$ cat config.mk
export PLATFORM = sky130hd
export DESIGN_NAME = pulse_display_scheduler
export DESIGN_NICKNAME = d
export VERILOG_FILES = /design/src/rtl/pulse_sched_pkg.sv /design/src/rtl/rr_arbiter.sv /design/src/rtl/pulse_display_scheduler.sv
export SDC_FILE = /design/constraint.sdc
export NUM_CORES = 1
export LEC_CHECK = 0
export CAP_MARGIN = 20
export CORE_ASPECT_RATIO = 1.5
export CORE_MARGIN = 5
export CORE_UTILIZATION = 50
export CTS_CLUSTER_DIAMETER = 200
export DETAILED_ROUTE_END_ITERATION = 10
export GPL_ROUTABILITY_DRIVEN = 0
export PLACE_DENSITY = 0.71
export SYNTH_ARGS = -nofsm -noshare
export SYNTH_HDL_FRONTEND = slang
export SYNTH_SLANG_ARGS = --single-unit
$ cat constraint.sdc
create_clock -name clk_i -period 8.4 [get_ports clk_i]
set_clock_uncertainty 0.2 [all_clocks]
set_input_delay 1.68 -clock clk_i [delete_from_list [all_inputs] [get_ports clk_i]]
set_output_delay 1.68 -clock clk_i [all_outputs]
set_load 0.005 [all_outputs]
$ cat src/rtl/pulse_sched_pkg.sv
// Shared types and default timing for the pulse display scheduler.
package pulse_sched_pkg;

    typedef enum logic [1:0] {
        IDLE = 2'd0,
        ON   = 2'd1,
        GAP  = 2'd2
    } sched_state_t;

    // Defaults for the 100 MHz clock-wizard domain: 1 s on, 0.5 s gap.
    localparam int unsigned DEFAULT_ON_CYCLES  = 100_000_000;
    localparam int unsigned DEFAULT_GAP_CYCLES = 50_000_000;

endpackage

$ cat src/rtl/rr_arbiter.sv
// Combinational round-robin pick: first requesting channel strictly after ptr_i, wrapping.
module rr_arbiter #(
    parameter int unsigned N_CH = 4
) (
    input  logic [N_CH-1:0]         req_i,
    input  logic [$clog2(N_CH)-1:0] ptr_i,
    output logic                    gnt_valid_o,
    output logic [$clog2(N_CH)-1:0] gnt_idx_o
);

    localparam int unsigned SEL_W = $clog2(N_CH);

    int unsigned idx;

    always_comb begin
        gnt_valid_o = 1'b0;
        gnt_idx_o   = '0;
        idx         = 0;
        for (int unsigned k = 1; k <= N_CH; k++) begin
            idx = (32'(ptr_i) + k) % N_CH;
            if (!gnt_valid_o && req_i[idx]) begin
                gnt_valid_o = 1'b1;
                gnt_idx_o   = SEL_W'(idx);
            end
        end
    end

endmodule

$ cat src/rtl/pulse_display_scheduler.sv
// Shares one indicator LED among N_CH pulse channels: saturating pending counts,
// round-robin grants, one fixed on/gap blink per grant.
module pulse_display_scheduler
    import pulse_sched_pkg::*;
#(
    parameter int unsigned N_CH       = 4,
    parameter int unsigned CNT_W      = 16,
    parameter int unsigned ON_CYCLES  = DEFAULT_ON_CYCLES,
    parameter int unsigned GAP_CYCLES = DEFAULT_GAP_CYCLES,
    parameter int unsigned TIMER_W    = 32
) (
    input  logic                    clk_i,
    input  logic                    rst_ni,
    input  logic [N_CH-1:0]         pulse_i,
    input  logic                    enable_i,
    input  logic                    clr_overflow_i,
    input  logic [$clog2(N_CH)-1:0] cnt_sel_i,
    output logic [CNT_W-1:0]        cnt_out_o,
    output logic                    led_o,
    output logic                    busy_o,
    output logic [$clog2(N_CH)-1:0] active_ch_o,
    output logic                    pending_any_o,
    output logic [N_CH-1:0]         overflow_o
);

    localparam int unsigned SEL_W = $clog2(N_CH);
    localparam logic [CNT_W-1:0]   CNT_MAX  = '1;
    localparam logic [TIMER_W-1:0] ON_LOAD  = TIMER_W'(ON_CYCLES - 1);
    localparam logic [TIMER_W-1:0] GAP_LOAD = TIMER_W'(GAP_CYCLES - 1);

    sched_state_t       state_q, state_d;
    logic [TIMER_W-1:0] timer_q, timer_d;
    logic               led_q, led_d;
    logic [SEL_W-1:0]   active_ch_q, active_ch_d;
    logic [SEL_W-1:0]   ptr_q, ptr_d;
    logic [CNT_W-1:0]   cnt_q [N_CH];
    logic [CNT_W-1:0]   cnt_d [N_CH];
    logic [N_CH-1:0]    ovf_q, ovf_d;
    logic [N_CH-1:0]    req;
    logic [N_CH-1:0]    dec;
    logic               gnt_valid;
    logic [SEL_W-1:0]   gnt_idx;
    logic               grant;

    always_comb begin
        for (int unsigned i = 0; i < N_CH; i++) begin
            req[i] = (cnt_q[i] != '0);
        end
    end

    rr_arbiter #(
        .N_CH(N_CH)
    ) u_arb (
        .req_i      (req),
        .ptr_i      (ptr_q),
        .gnt_valid_o(gnt_valid),
        .gnt_idx_o  (gnt_idx)
    );

    assign grant = (state_q == IDLE) && enable_i && gnt_valid;

    // A pulse coinciding with the grant decrement cancels it; a saturation set beats a clear.
    always_comb begin
        ovf_d = clr_overflow_i ? '0 : ovf_q;
        for (int unsigned i = 0; i < N_CH; i++) begin
            dec[i]   = grant && (gnt_idx == SEL_W'(i));
            cnt_d[i] = cnt_q[i];
            if (pulse_i[i] && !dec[i]) begin
                if (cnt_q[i] == CNT_MAX) begin
                    ovf_d[i] = 1'b1;
                end else begin
                    cnt_d[i] = cnt_q[i] + 1'b1;
                end
            end else if (dec[i] && !pulse_i[i]) begin
                cnt_d[i] = cnt_q[i] - 1'b1;
            end
        end
    end

    always_comb begin
        state_d     = state_q;
        timer_d     = timer_q;
        led_d       = led_q;
        active_ch_d = active_ch_q;
        ptr_d       = ptr_q;
        unique case (state_q)
            IDLE: begin
                if (grant) begin
                    state_d     = ON;
                    led_d       = 1'b1;
                    timer_d     = ON_LOAD;
                    active_ch_d = gnt_idx;
                    ptr_d       = gnt_idx;
                end
            end
            ON: begin
                if (timer_q == '0) begin
                    state_d = GAP;
                    led_d   = 1'b0;
                    timer_d = GAP_LOAD;
                end else begin
                    timer_d = timer_q - 1'b1;
                end
            end
            GAP: begin
                if (timer_q == '0) begin
                    state_d = IDLE;
                end else begin
                    timer_d = timer_q - 1'b1;
                end
            end
            default: state_d = IDLE;
        endcase
    end

    always_ff @(posedge clk_i or negedge rst_ni) begin
        if (!rst_ni) begin
            state_q     <= IDLE;
            timer_q     <= '0;
            led_q       <= 1'b0;
            active_ch_q <= '0;
            ptr_q       <= SEL_W'(N_CH - 1);
            ovf_q       <= '0;
            for (int unsigned i = 0; i < N_CH; i++) begin
                cnt_q[i] <= '0;
            end
        end else begin
            state_q     <= state_d;
            timer_q     <= timer_d;
            led_q       <= led_d;
            active_ch_q <= active_ch_d;
            ptr_q       <= ptr_d;
            ovf_q       <= ovf_d;
            for (int unsigned i = 0; i < N_CH; i++) begin
                cnt_q[i] <= cnt_d[i];
            end
        end
    end

    always_comb begin
        cnt_out_o = '0;
        if (32'(cnt_sel_i) < N_CH) begin
            cnt_out_o = cnt_q[cnt_sel_i];
        end
    end

    assign led_o         = led_q;
    assign busy_o        = (state_q != IDLE);
    assign active_ch_o   = active_ch_q;
    assign pending_any_o = |req;
    assign overflow_o    = ovf_q;

endmodule

# After elaboration in Yosys (flattened, before gate mapping)

Cells that the tools add are included.
W data, S select, Z words.

Mux-type cells: 51
Reduce and logical (&&, ||, !) cells: 51
Bitwise gates (word level): 1
Add/sub/neg operators: 13
Equal/unequal tests: 17
Magnitude comparators: 5

Operator list:

| operator                | count |
|---|---|
| $mux W16                | 14 |
| $mux W32                | 3 |
| $pmux W32 S3            | 1 |
| $add A16 B1 Y16 const B | 4 |
| $eq A16 B16 Y1 const B  | 4 |
| $reduce_bool A16 Y1     | 4 |
| $sub A16 B1 Y16 const B | 4 |
| $bmux W16 S2            | 1 |
| $logic_not A32 Y1       | 1 |
| $sub A32 B1 Y32 const B | 1 |
| $mux W1                 | 18 |
| $logic_and A1 B1 Y1     | 17 |
| $ne A2 B2 Y1 const B    | 8 |
| $mux W2                 | 7 |
| $lt A2 B3 Y1 const B    | 4 |
| $reduce_bool A2 Y1      | 6 |
| $logic_not A1 Y1        | 11 |
| $reduce_and A2 Y1       | 5 |
| $reduce_and A3 Y1       | 3 |
| $bmux W1 S2             | 4 |
| $eq A2 B2 Y1 const B    | 3 |
| $pmux W2 S3             | 1 |
| $add A2 B1 Y2 const B   | 2 |
| $add A2 B2 Y2 const B   | 2 |
| 8 further kinds         | 10 |

Bits in registers: 107
Logic and storage cells: 148
Output and inout bits: 25
Input port bits: 10

# Longest topological paths before layout

Gate-level depths: netlist (run 1).

Depth after elaboration: 19
Mapped depth: 16
Gate-level depth less buffers: 16

# Modules after synthesis

A second synthesis (run 1) with hierarchy kept.

Cells, all modules: 953
Area total of the unflattened synthesis: 8354.3 um2

By module, submodules not included:

| module                  | cells each | area each (um2) | instances | sequential area each (um2) |
|---|---|---|---|---|
| pulse_display_scheduler | 939        | 8262.9          | 1         | 2680.1 |
| rr_arbiter              | 14         | 91.3            | 1         | 0.0 |

# Worst setup path after synthesis (run 1)

No wires, ideal clock.

Path kind: input-to-reg
From: input enable_i
To: register cnt_q[63] in the netlist's numbering
Path buffers: 1
Data required time: 8.110 ns
Setup time: 0.090 ns
Arrival time: 5.599 ns
Cell stages on the path: 13
Slack: 2.511 ns
Cell sequence: nand2_1 -> nor2b_1 -> clkbuf_1 -> nand2_1 -> o21ai_0 -> ha_1 -> a21o_1 -> a41o_1 -> o311ai_0 -> a2111oi_0 -> o41a_1 -> or3_1 -> o2111ai_1

Longest elaborated chain between the ends: 7
Elaborated cells on any way between the ends: 10
Classes of those cells: eq/ne (1); mux (1); reduce/logical (8)

RTL lines:

| element                                                             | line                           | text |
|---|---|---|
| start: declaration                                                  | pulse_display_scheduler.sv:15  | `input logic enable_i,` |
| $logic_and A1 B1 Y1 (*) (2 in a row)                                | pulse_display_scheduler.sv:60  | `assign grant = (state_q == IDLE) && enable_i && gnt_valid;` |
| $logic_and A1 B1 Y1 (*)                                             | pulse_display_scheduler.sv:66  | `dec[i] = grant && (gnt_idx == SEL_W'(i));` |
| $logic_not A1 Y1                                                    | pulse_display_scheduler.sv:68  | `if (pulse_i[i] && !dec[i]) begin` |
| $logic_and A1 B1 Y1                                                 | pulse_display_scheduler.sv:68  |  |
| $ne A2 B2 Y1 (no line) / $reduce_bool A2 Y1 (equally long branches) | n/a                            |  |
| $reduce_and A2 Y1 (no line)                                         | n/a                            |  |
| end signal: indexed assignment                                      | pulse_display_scheduler.sv:135 | `cnt_q[i] <= cnt_d[i];` |
| end: declaration                                                    | pulse_display_scheduler.sv:36  | `logic [CNT_W-1:0] cnt_q [N_CH];` |

Mark *: on every way between the ends. The rest lies on a longest branch, timed or not.
A chain may end at the register's enable or synchronous reset.

# Final worst setup path (run 1)

Ends and elaborated chain as after synthesis.

==> impl_metrics.py, run 1 <==
metrics = {
    "status": {
        "status": "complete, no violations",
    },
    "layout": {
        "nNetsFinal": 996,
        "n_fill_cell": 1531,
        "n_antenna_cell": 0,
        "syn_to_final_growth_pct": 9.44,
        "drive_above_1_share": 0.104,
    },
    "power": {
        "pwr-share-seq": 0.337,
        "switching_share": 0.420,
        "clkPwrFrac": 0.139,
        "p_comb_frac": 0.524,
        "leakage_nw": 3.83,
        "finalPower_mw": 2.97,
        "power_density_mw_per_mm2": 323,
        "vdd_drop_max_mv": 0.170,
        "p_sw_mw": 1.25,
        "internal-power_mw": 1.72,
    },
    "min_path": {
        "hp-class": "flip-flop to flip-flop",
    },
    "worst_setup_path": {
        "critPathCaptureType": "flip-flop",
        "arrival_ns": 6.00,
        "start_kind": "input port",
        "worstSetupPathType": "input port to flip-flop",
        "cp.required_ns": 8.47,
        "worstPathMaxFanout": 16,
    },
    "timing": {
        "hold_viol": 0,
        "max_slew_margin": 0.282,
        "tightest_slew_ns": 1.07,
        "setup_tns_ns": 0,
        "fin_crit_sh": 0.706,
        "setup_viol": 0,
        "holdWs_ns": 0.299,
        "min_period_ns": 5.93,
        "maxSlewViolCount": 0,
        "max_freq_mhz": 169,
        "rsz0062_at_grt": "no",
    },
    "floorplanning": {
        "initial_core_util": 0.504,
        "die_x_um": 116,
        "die_height_um": 169,
        "die_area_mm2": 0.0196,
        "io_pins": 35,
        "coreArea_mm2": 0.0167,
        "row_count": 58,
    },
    "synth": {
        "synthFlopType": "dfrtp_1",
        "syn_area_per_cell_um2": 9.41,
        "synth-xor-area-share": 0.0542,
        "synth_edf_count": 0,
        "syn_inst": 893,
        "synth_seq_area_share": 0.319,
        "synth_nets": 973,
        "synth_top_family_by_area": "compound AO/OA/AOI/OAI gates",
        "synth_cell_types": 76,
        "muxShareOfSynthArea": 0.104,
        "synth_compound_area_frac": 0.205,
        "syn_area_mm2": 0.00841,
        "synth_seq_cells": 107,
        "yosysWarningCount": 0,
        "async_reset_ff_frac": 1.00,
        "synthAdderAreaFrac": 0.108,
        "synth-simple-area-share": 0.178,
    },
    "grt": {
        "grt.met3_usage": 0.0318,
        "grtUsageMet1": 0.264,
        "use_met2": 0.411,
        "grt_pass1_vias": 7103,
        "antenna_found_initial": 0,
        "overflow": 0,
        "busiest_layer": "met2",
        "grt_pass1_wl_um": 35600,
        "grt_max_degree": 71,
        "grt_use_total": 0.227,
    },
    "route": {
        "dr.pass1.iters": 5,
        "initialDrtViolationCount": 564,
        "vias": 7300,
        "drtAntennaViolNets": 0,
        "drc": 0,
        "drt_wl_total_um": 21800,
        "detail_route.wl_per_cell_um": 19.3,
        "via_per_inst": 6.46,
    },
    "clock_tree": {
        "numCtsBuffers": 9,
        "clkTransAtPathRegs_ns": 0.07,
        "clk_path_buf_depth": 2,
        "cts-resized-gates": 0,
        "postCtsSetupBuffers": 0,
        "cts_tree": "yes",
        "h-tree-depth": 3,
        "cts.sinks": 107,
        "cts_hold_buf": 0,
        "root_buffer": "clkbuf_16",
        "clock_latency_ns": 0.36,
    },
    "run": {
        "maxCapViolations": 0,
    },
    "placed_design": {
        "hpwl_um": 16400,
        "io_buffer_count": 34,
    },
}
[layer usage]
layer | vias to the layer above | part of all wire | routed length [um]
li1 | 3483 | - | -
met1 | 3562 | 0.40 | 8620
met2 | 199 | 0.52 | 11300
met3 | 56 | 0.048 | 1050
met4 | 0 | 0.036 | 784
met5 | - | 0 | 0
[sequential cells by signal (all words and copies together) (netlist names)]
| register | cells |
|---|---|
| state_q | 2 |
| timer_q | 32 |
| active_ch_o | 2 |
| overflow_o | 4 |
| cnt_q | 64 |
| led_o | 1 |
| ptr_q | 2 |
[cell families after synthesis]
kind of cell,Yosys count
simple gates,286
compound gates,255
flops,107
fa+ha+maj,70
buf+inv,62
mux,61
xor+xnor,52
[cell type report]
cell class | instances | area, um^2 | share of cell area
multi-input cells | 724 | 5460 | 0.594
flip-flops and latches | 107 | 2680 | 0.291
repair buffers | 41 | 390 | 0.0424
clock buffers | 13 | 270 | 0.0294
well taps | 210 | 263 | 0.0286
inverters | 33 | 124 | 0.0135
clock inverters | 2 | 10.0 | 0.00109
[through the flow]
stage	util	setup slack [ns]	area, um^2	instances
detailed placement	0.534	2.15	8920	1115
floorplan	-	2.51	8410	893
CTS	0.551	2.50	9200	1130
global route	0.551	2.18	9200	1130
global placement	0.534	2.29	8920	1115
finish	0.551	2.47	9200	1130
[final timing paths]
path | from | to | slack [ns] | depth (start not counted)
hold / removal | timer_q[24] | timer_q[24] | 0.30 | 1
setup / recovery | enable_i | cnt_q[63] | 2.47 | 14
hold reg to reg | timer_q[24] | timer_q[24] | 0.30 | 1
min in group asynchronous | rst_ni | cnt_q[59] | 1.08 | 1
max in group asynchronous | rst_ni | timer_q[20] | 5.60 | 2
setup reg to reg | cnt_q[57] | cnt_q[63] | 3.15 | 15
[power groups by stage]
stage	combinational, mW	sequential [mW]	clock [mW]
after floorplan	1.25	0.848	0
after global placement	1.52	0.996	0
after detailed placement	1.55	0.999	0
after CTS	1.56	0.991	0.424
after global routing	1.74	1.01	0.443
final	1.56	1.00	0.414
[layout by cell type, fill, tap and decap left out, types with 28 or more instances in the layout]
cell type          n
clkdlybuf4s50_1   33
nor2_1            59
a21oi_1           48
ha_1              66
mux2_2            38
nor3_1            28
xnor2_1           31
o21ai_0           63
nand4_1           30
nand2_1           58
dfrtp_1          105
inv_1             33
[cell usage after synthesis, drive strengths merged, types with 21 or more instances]
| library cell | instances | share of area |
|---|---|---|
| o21ai | 66 | 0.039 |
| inv | 33 | 0.015 |
| nand2 | 58 | 0.026 |
| xnor2 | 31 | 0.032 |
| nand4 | 30 | 0.022 |
| nor2 | 59 | 0.026 |
| ha | 66 | 0.098 |
| xor2 | 21 | 0.022 |
| nand3 | 24 | 0.014 |
| nor3 | 29 | 0.018 |
| mux2 | 42 | 0.058 |
| dfrtp | 105 | 0.31 |
| nor4 | 25 | 0.021 |
| a21oi | 48 | 0.029 |
[critical path, stage by stage]
cell and delay, ns:
clkdlybuf4s50_1 0.52, nand2_1 0.19, nor2b_1 0.58, nand2_1 0.15, o21ai_1 0.19, buf_4 0.26
ha_1 0.27, a21o_1 0.19, a41o_1 0.25, o311ai_0 0.49, a2111oi_0 0.28, o41a_1 0.43
or3_1 0.32, o2111ai_1 0.20
Power figures use the tool's default switching activity.
==> run 2: changes to the inputs <==
--- a/config.mk
+++ b/config.mk
@@ -12,7 +12,7 @@
 export CTS_CLUSTER_DIAMETER = 200
 export DETAILED_ROUTE_END_ITERATION = 10
 export GPL_ROUTABILITY_DRIVEN = 0
-export PLACE_DENSITY = 0.71
+export PLACE_DENSITY = 0.73
 export SYNTH_ARGS = -nofsm -noshare
 export SYNTH_HDL_FRONTEND = slang
 export SYNTH_SLANG_ARGS = --single-unit
==> constraint.sdc (replaced) <==
create_clock -name clk_i -period 4.8 [get_ports clk_i]
set_clock_uncertainty 0.2 [all_clocks]
set_input_delay 0.96 -clock clk_i [delete_from_list [all_inputs] [get_ports clk_i]]
set_output_delay 0.96 -clock clk_i [all_outputs]
set_load 0.005 [all_outputs]
==> run 2 against run 1 <==
  * Flip-flop and latch count stayed put
  * Register-to-register slack worse by 2.9 ns
  * Clock power is 110% higher
  * Largest power group unchanged
  * Combinational power is 120% higher
  * Count of clock-buffer cells in the layout is 1 lower
==> impl_metrics.py, run 2 (synthesis gave the netlist of run 1 again) <==
metrics = {
    "status": {
        "status": "complete, no violations",
    },
    "worst_setup_path": {
        "cp.required_ns": 4.85,
        "start_kind": "flip-flop",
        "critPathCapture": "cnt_q[61]",
        "r2r-start": "cnt_q[60]",
        "arrival_ns": 4.59,
        "critPathCaptureType": "flip-flop",
        "worstPathMaxFanout": 11,
        "r2r-end": "cnt_q[61]",
        "r2r_cells": 17,
        "r2r_slack_ns": 0.26,
        "worstSetupPathType": "flip-flop to flip-flop",
        "setup.worst_path.start": "cnt_q[60]",
    },
    "route": {
        "initialDrtViolationCount": 522,
        "dr.pass1.iters": 5,
        "vias": 7642,
        "detail_route.wl_per_cell_um": 19.1,
        "drt_wl_total_um": 23100,
        "via_per_inst": 6.32,
        "drc": 0,
        "drtAntennaViolNets": 0,
    },
    "run": {
        "maxCapViolations": 0,
    },
    "clock_tree": {
        "clkTransAtPathRegs_ns": 0.07,
        "cts_hold_buf": 0,
        "clk_path_buf_depth": 2,
        "postCtsSetupBuffers": 0,
        "cts.sinks": 107,
        "root_buffer": "clkbuf_16",
        "h-tree-depth": 3,
        "numCtsBuffers": 9,
        "cts_tree": "yes",
        "clock_latency_ns": 0.36,
    },
    "placed_design": {
        "dp.cells": 1194,
        "hpwl_um": 17800,
        "io_buffer_count": 34,
    },
    "layout": {
        "drive_above_1_share": 0.179,
        "mostFrequentLayoutCell": "dfrtp_1",
        "n_antenna_cell": 0,
        "syn_to_final_growth_pct": 18.0,
        "nNetsFinal": 1075,
        "mostFrequentLayoutCells": "105 x dfrtp_1, 84 x buf_4, 66 x ha_1, 63 x o21ai_0, 59 x nor2_1",
        "post-route-util": 0.594,
        "finalNonFillerCells": 1210,
        "largest_register_ffs": 64,
        "largest_register": "cnt_q",
    },
    "power": {
        "clkPwrFrac": 0.150,
        "power_density_mw_per_mm2": 583,
        "vdd_drop_max_mv": 0.337,
        "internal-power_mw": 3.48,
        "pwr-share-seq": 0.255,
        "p_sw_mw": 2.31,
        "switching_share": 0.399,
        "p_comb_frac": 0.594,
        "leakage_nw": 4.26,
    },
    "grt": {
        "antenna_found_initial": 0,
        "overflow": 0,
        "grt_pass1_vias": 7652,
        "grt_max_degree": 64,
        "grt_pass1_wl_um": 38000,
        "grt_use_total": 0.244,
    },
    "timing": {
        "min_period_ns": 4.54,
        "tightest_slew_ns": 1.09,
        "fin_crit_sh": 0.947,
        "maxSlewViolCount": 0,
        "setup_tns_ns": 0,
        "max_slew_margin": 0.272,
        "hold_viol": 0,
        "max_freq_mhz": 220,
        "setup_viol": 0,
    },
    "floorplanning": {
        "die_height_um": 169,
        "io_pins": 35,
        "initial_core_util": 0.504,
        "coreArea_mm2": 0.0167,
        "die_x_um": 116,
        "row_count": 58,
        "die_area_mm2": 0.0196,
    },
    "min_path": {
        "hp-class": "flip-flop to flip-flop",
    },
}
[run 2: power groups by stage]
stage	clock (mW)	combinational [mW]	sequential, mW
after floorplan	0	2.18	1.48
after detailed placement	0	3.40	1.49
after CTS	0.886	3.41	1.47
after global placement	0	3.33	1.48
after global routing	0.917	3.79	1.51
final	0.871	3.44	1.48
[run 2: worst min path at each step]
stage | start | end | slack [ns] | cells after the start
2_1_floorplan | timer_q[30] | timer_q[30] | 0.26 | 2
3_3_place_gp | active_ch_o[1] | active_ch_o[1] | 0.26 | 1
3_5_place_dp | active_ch_o[1] | active_ch_o[1] | 0.27 | 1
4_1_cts | active_ch_o[1] | active_ch_o[1] | 0.28 | 1
5_1_grt | active_ch_o[1] | active_ch_o[1] | 0.30 | 1
6_report | active_ch_o[1] | active_ch_o[1] | 0.28 | 1
[run 2: critical path, stage by stage, from the launching register on]
cell and delay (ns):
dfrtp_1 0.44, nor4_1 0.31, buf_4 0.19, and4_1 0.25, a21oi_1 0.10, or3b_1 0.40
nand2_1 0.14, o21ai_2 0.11, buf_4 0.20, ha_1 0.36, and3_1 0.19, o311ai_0 0.13
buf_4 0.17, a2111oi_1 0.52, buf_4 0.21, nor3_1 0.06, xnor2_1 0.15, mux2_4 0.27
[run 2: final cells by class]
class,instances,area (um^2)
fill,1471,6770
tap,210,263
timing repair buffer,120,1020
multi-input combinational,724,5490
clock inverter,4,97.6
clock buffer,12,246
inverter,33,124
sequential,107,2680
[run 2: metal layers]
layer  global-route usage  wire length [um]
met3               0.0401              1160
met2                0.434             12100
met4                0.123              1100
met5                    0                 0
met1                0.275              8770
[run 2: through the flow]
step                      instance area, um^2  power (mW)  worst slack, ns  hold slack, ns
after floorplan                          8410        3.66          -0.0354           0.263
after global placement                   9550        4.81           0.0414           0.258
after detailed placement                 9550        4.88          -0.0575           0.266
after CTS                                9890        5.77            0.107           0.283
after global routing                     9920        6.22          -0.0112           0.299
final                                    9920        5.79            0.257           0.280
[run 2: timing repair]
item | 4_1_cts | 5_1_grt
endpoints found under the setup margin | 0 | 3
resized for setup | 0 | 6
endpoints found under the hold margin | 0 | 0
==> run 3: changes to the inputs <==
--- a/config.mk
+++ b/config.mk
@@ -6,10 +6,10 @@
 export NUM_CORES = 1
 export LEC_CHECK = 0
 export CAP_MARGIN = 20
-export CORE_ASPECT_RATIO = 1.5
+export CORE_ASPECT_RATIO = 1.1
 export CORE_MARGIN = 5
 export CORE_UTILIZATION = 50
-export CTS_CLUSTER_DIAMETER = 200
+export CTS_CLUSTER_DIAMETER = 50
 export DETAILED_ROUTE_END_ITERATION = 10
 export GPL_ROUTABILITY_DRIVEN = 0
 export PLACE_DENSITY = 0.73
==> run 3 against run 2 <==
  * Power decreased by 5.4%
  * Setup slack improved by 0.037 ns
  * Final cell count fell by 3.2%
  * Cell area fell by 3.2%
  * Via count down 3.1%
  * Global-route usage shrank 1.4 points
  * Sequential power up 9%
  * Worst hold slack better by 0.022 ns
  * First-iteration DRC count grew 13%
  * Die area shrank 0.26%
  * Critical endpoint is now cnt_q[47]
==> impl_metrics.py, run 3 (synthesis gave the netlist of run 1 again) <==
metrics = {
    "layout": {
        "multi_input_area_mm2": 0.00550,
        "largest_register_ffs": 64,
        "stdcell_area_mm2": 0.00961,
        "n_antenna_cell": 0,
        "mostFrequentLayoutCells": "105 x dfrtp_1, 66 x ha_1, 63 x o21ai_0, 59 x nor2_1, 58 x nand2_1",
        "n_fill_cell": 1471,
        "post-route-util": 0.585,
        "seqCellArea_mm2": 0.00268,
        "syn_to_final_growth_pct": 14.3,
        "nNetsFinal": 1042,
        "finalNonFillerCells": 1171,
        "largest_register": "cnt_q",
        "drive_above_1_share": 0.154,
        "mostFrequentLayoutCell": "dfrtp_1",
    },
    "worst_setup_path": {
        "cp.required_ns": 4.85,
        "r2r_slack_ns": 0.29,
        "r2r_cells": 16,
        "worstPathMaxFanout": 16,
        "cpMaxStageDelayCell": "nor4_1",
        "setup.worst_path.start": "cnt_q[53]",
        "crit_family": "compound AO/OA/AOI/OAI gates",
        "r2r-start": "cnt_q[53]",
        "start_kind": "flip-flop",
        "critPathCaptureType": "flip-flop",
        "max_stage_delay_ns": 0.48,
        "arrival_ns": 4.55,
        "worstSetupPathType": "flip-flop to flip-flop",
        "r2r-end": "cnt_q[47]",
        "crit_chain": "nor4_1 > and4_1 > a21oi_1 > or3b_1 > nand2_1 > o21ai_1 > buf_4 > ha_1 > a21oi_1 > nor2b_1 > o311ai_2 > a2111oi_1 > buf_4 > o41ai_1 > a211o_1 > nand4_1",
        "crit_buf_inv": 2,
    },
    "power": {
        "leakage_nw": 4.06,
        "finalPower_mw": 5.47,
        "power_density_mw_per_mm2": 570,
        "vdd_drop_max_mv": 0.272,
    },
    "timing": {
        "setup_tns_ns": 0,
        "hold_viol": 0,
        "holdWs_ns": 0.302,
        "fin_crit_sh": 0.939,
        "max_freq_mhz": 222,
        "max_slew_margin": 0.325,
        "finalWorstSetupSlack_ns": 0.294,
        "min_period_ns": 4.51,
        "rsz0062_at_grt": "no",
        "tightest_slew_ns": 1.01,
        "maxSlewViolCount": 0,
        "setup_viol": 0,
    },
    "min_path": {
        "hold_depth": 1,
        "hp-class": "flip-flop to flip-flop",
        "min_to": "overflow_o[2]",
        "hold_start": "overflow_o[2]",
    },
    "route": {
        "vias": 7405,
        "initialDrtViolationCount": 592,
        "drc": 0,
        "drtAntennaViolNets": 0,
        "drt_wl_total_um": 22100,
        "dr.pass1.iters": 5,
        "via_per_inst": 6.32,
        "detail_route.wl_per_cell_um": 18.8,
    },
    "grt": {
        "grt_pass1_wl_um": 36700,
        "grt_use_total": 0.230,
        "grt_max_degree": 72,
        "grt_pass1_vias": 7248,
        "antenna_found_initial": 0,
        "overflow": 0,
    },
    "clock_tree": {
        "cts_tree": "yes",
        "clock_latency_ns": 0.37,
        "clk_path_buf_depth": 2,
        "cts.sinks": 107,
        "clkTransAtPathRegs_ns": 0.08,
        "cts_hold_buf": 0,
        "h-tree-depth": 3,
        "root_buffer": "clkbuf_16",
        "numCtsBuffers": 9,
    },
    "floorplanning": {
        "die_x_um": 134,
        "coreArea_mm2": 0.0164,
        "row_count": 49,
        "initial_core_util": 0.512,
        "io_pins": 35,
        "die_height_um": 146,
        "die_area_mm2": 0.0195,
    },
    "placed_design": {
        "dp.cells": 1154,
        "place_ws_ns": -0.108,
        "io_buffer_count": 34,
        "dpl_cell_area_mm2": 0.00925,
        "hpwl_um": 16500,
    },
    "run": {
        "maxCapViolations": 0,
    },
    "status": {
        "status": "complete, no violations",
    },
}
run 3: cell types whose count changed in the layout (fill, tap and decap cells not counted), sizes merged:
cell      before  now
clkinvlp       1    2
inv           33   36
clkinv         0    1
bufinv         3    1
clkbuf        12    9
buf           87   54
run 3: cell type report:
cell class / count / share of cell area
Sequential cell: 107 / 0.279
Clock inverter: 7 / 0.00860
Tap cell: 204 / 0.0266
Inverter: 33 / 0.0129
Timing Repair Buffer: 87 / 0.0766
Multi-Input combinational cell: 724 / 0.573
Clock buffer: 9 / 0.0234
run 3: power by group:
group | internal [mW] | total, mW | switching (mW)
sequential | 1.19 | 1.62 | 0.431
clock | 0.413 | 0.792 | 0.378
combinational | 1.59 | 3.06 | 1.47
run 3: timing repair:
action	CTS	global route
setup endpoints to repair	1	5
gates resized for setup	1	10
setup buffers	0	0
run 3: worst max path at each step:
stage,to,cells after the start,slack [ns]
2_1_floorplan,cnt_q[63],13,-0.04
3_3_place_gp,cnt_q[63],14,0.07
3_5_place_dp,cnt_q[63],14,-0.11
4_1_cts,cnt_q[63],15,0.11
5_1_grt,cnt_q[45],17,0.01
6_report,cnt_q[47],16,0.29
run 3: routing by layer:
layer	vias up	wire length, um	track usage
met5	-	0	0
met4	0	488	0.0782
met3	29	1100	0.0380
met2	190	10500	0.376
met1	3617	9960	0.311
li1	3569	-	-
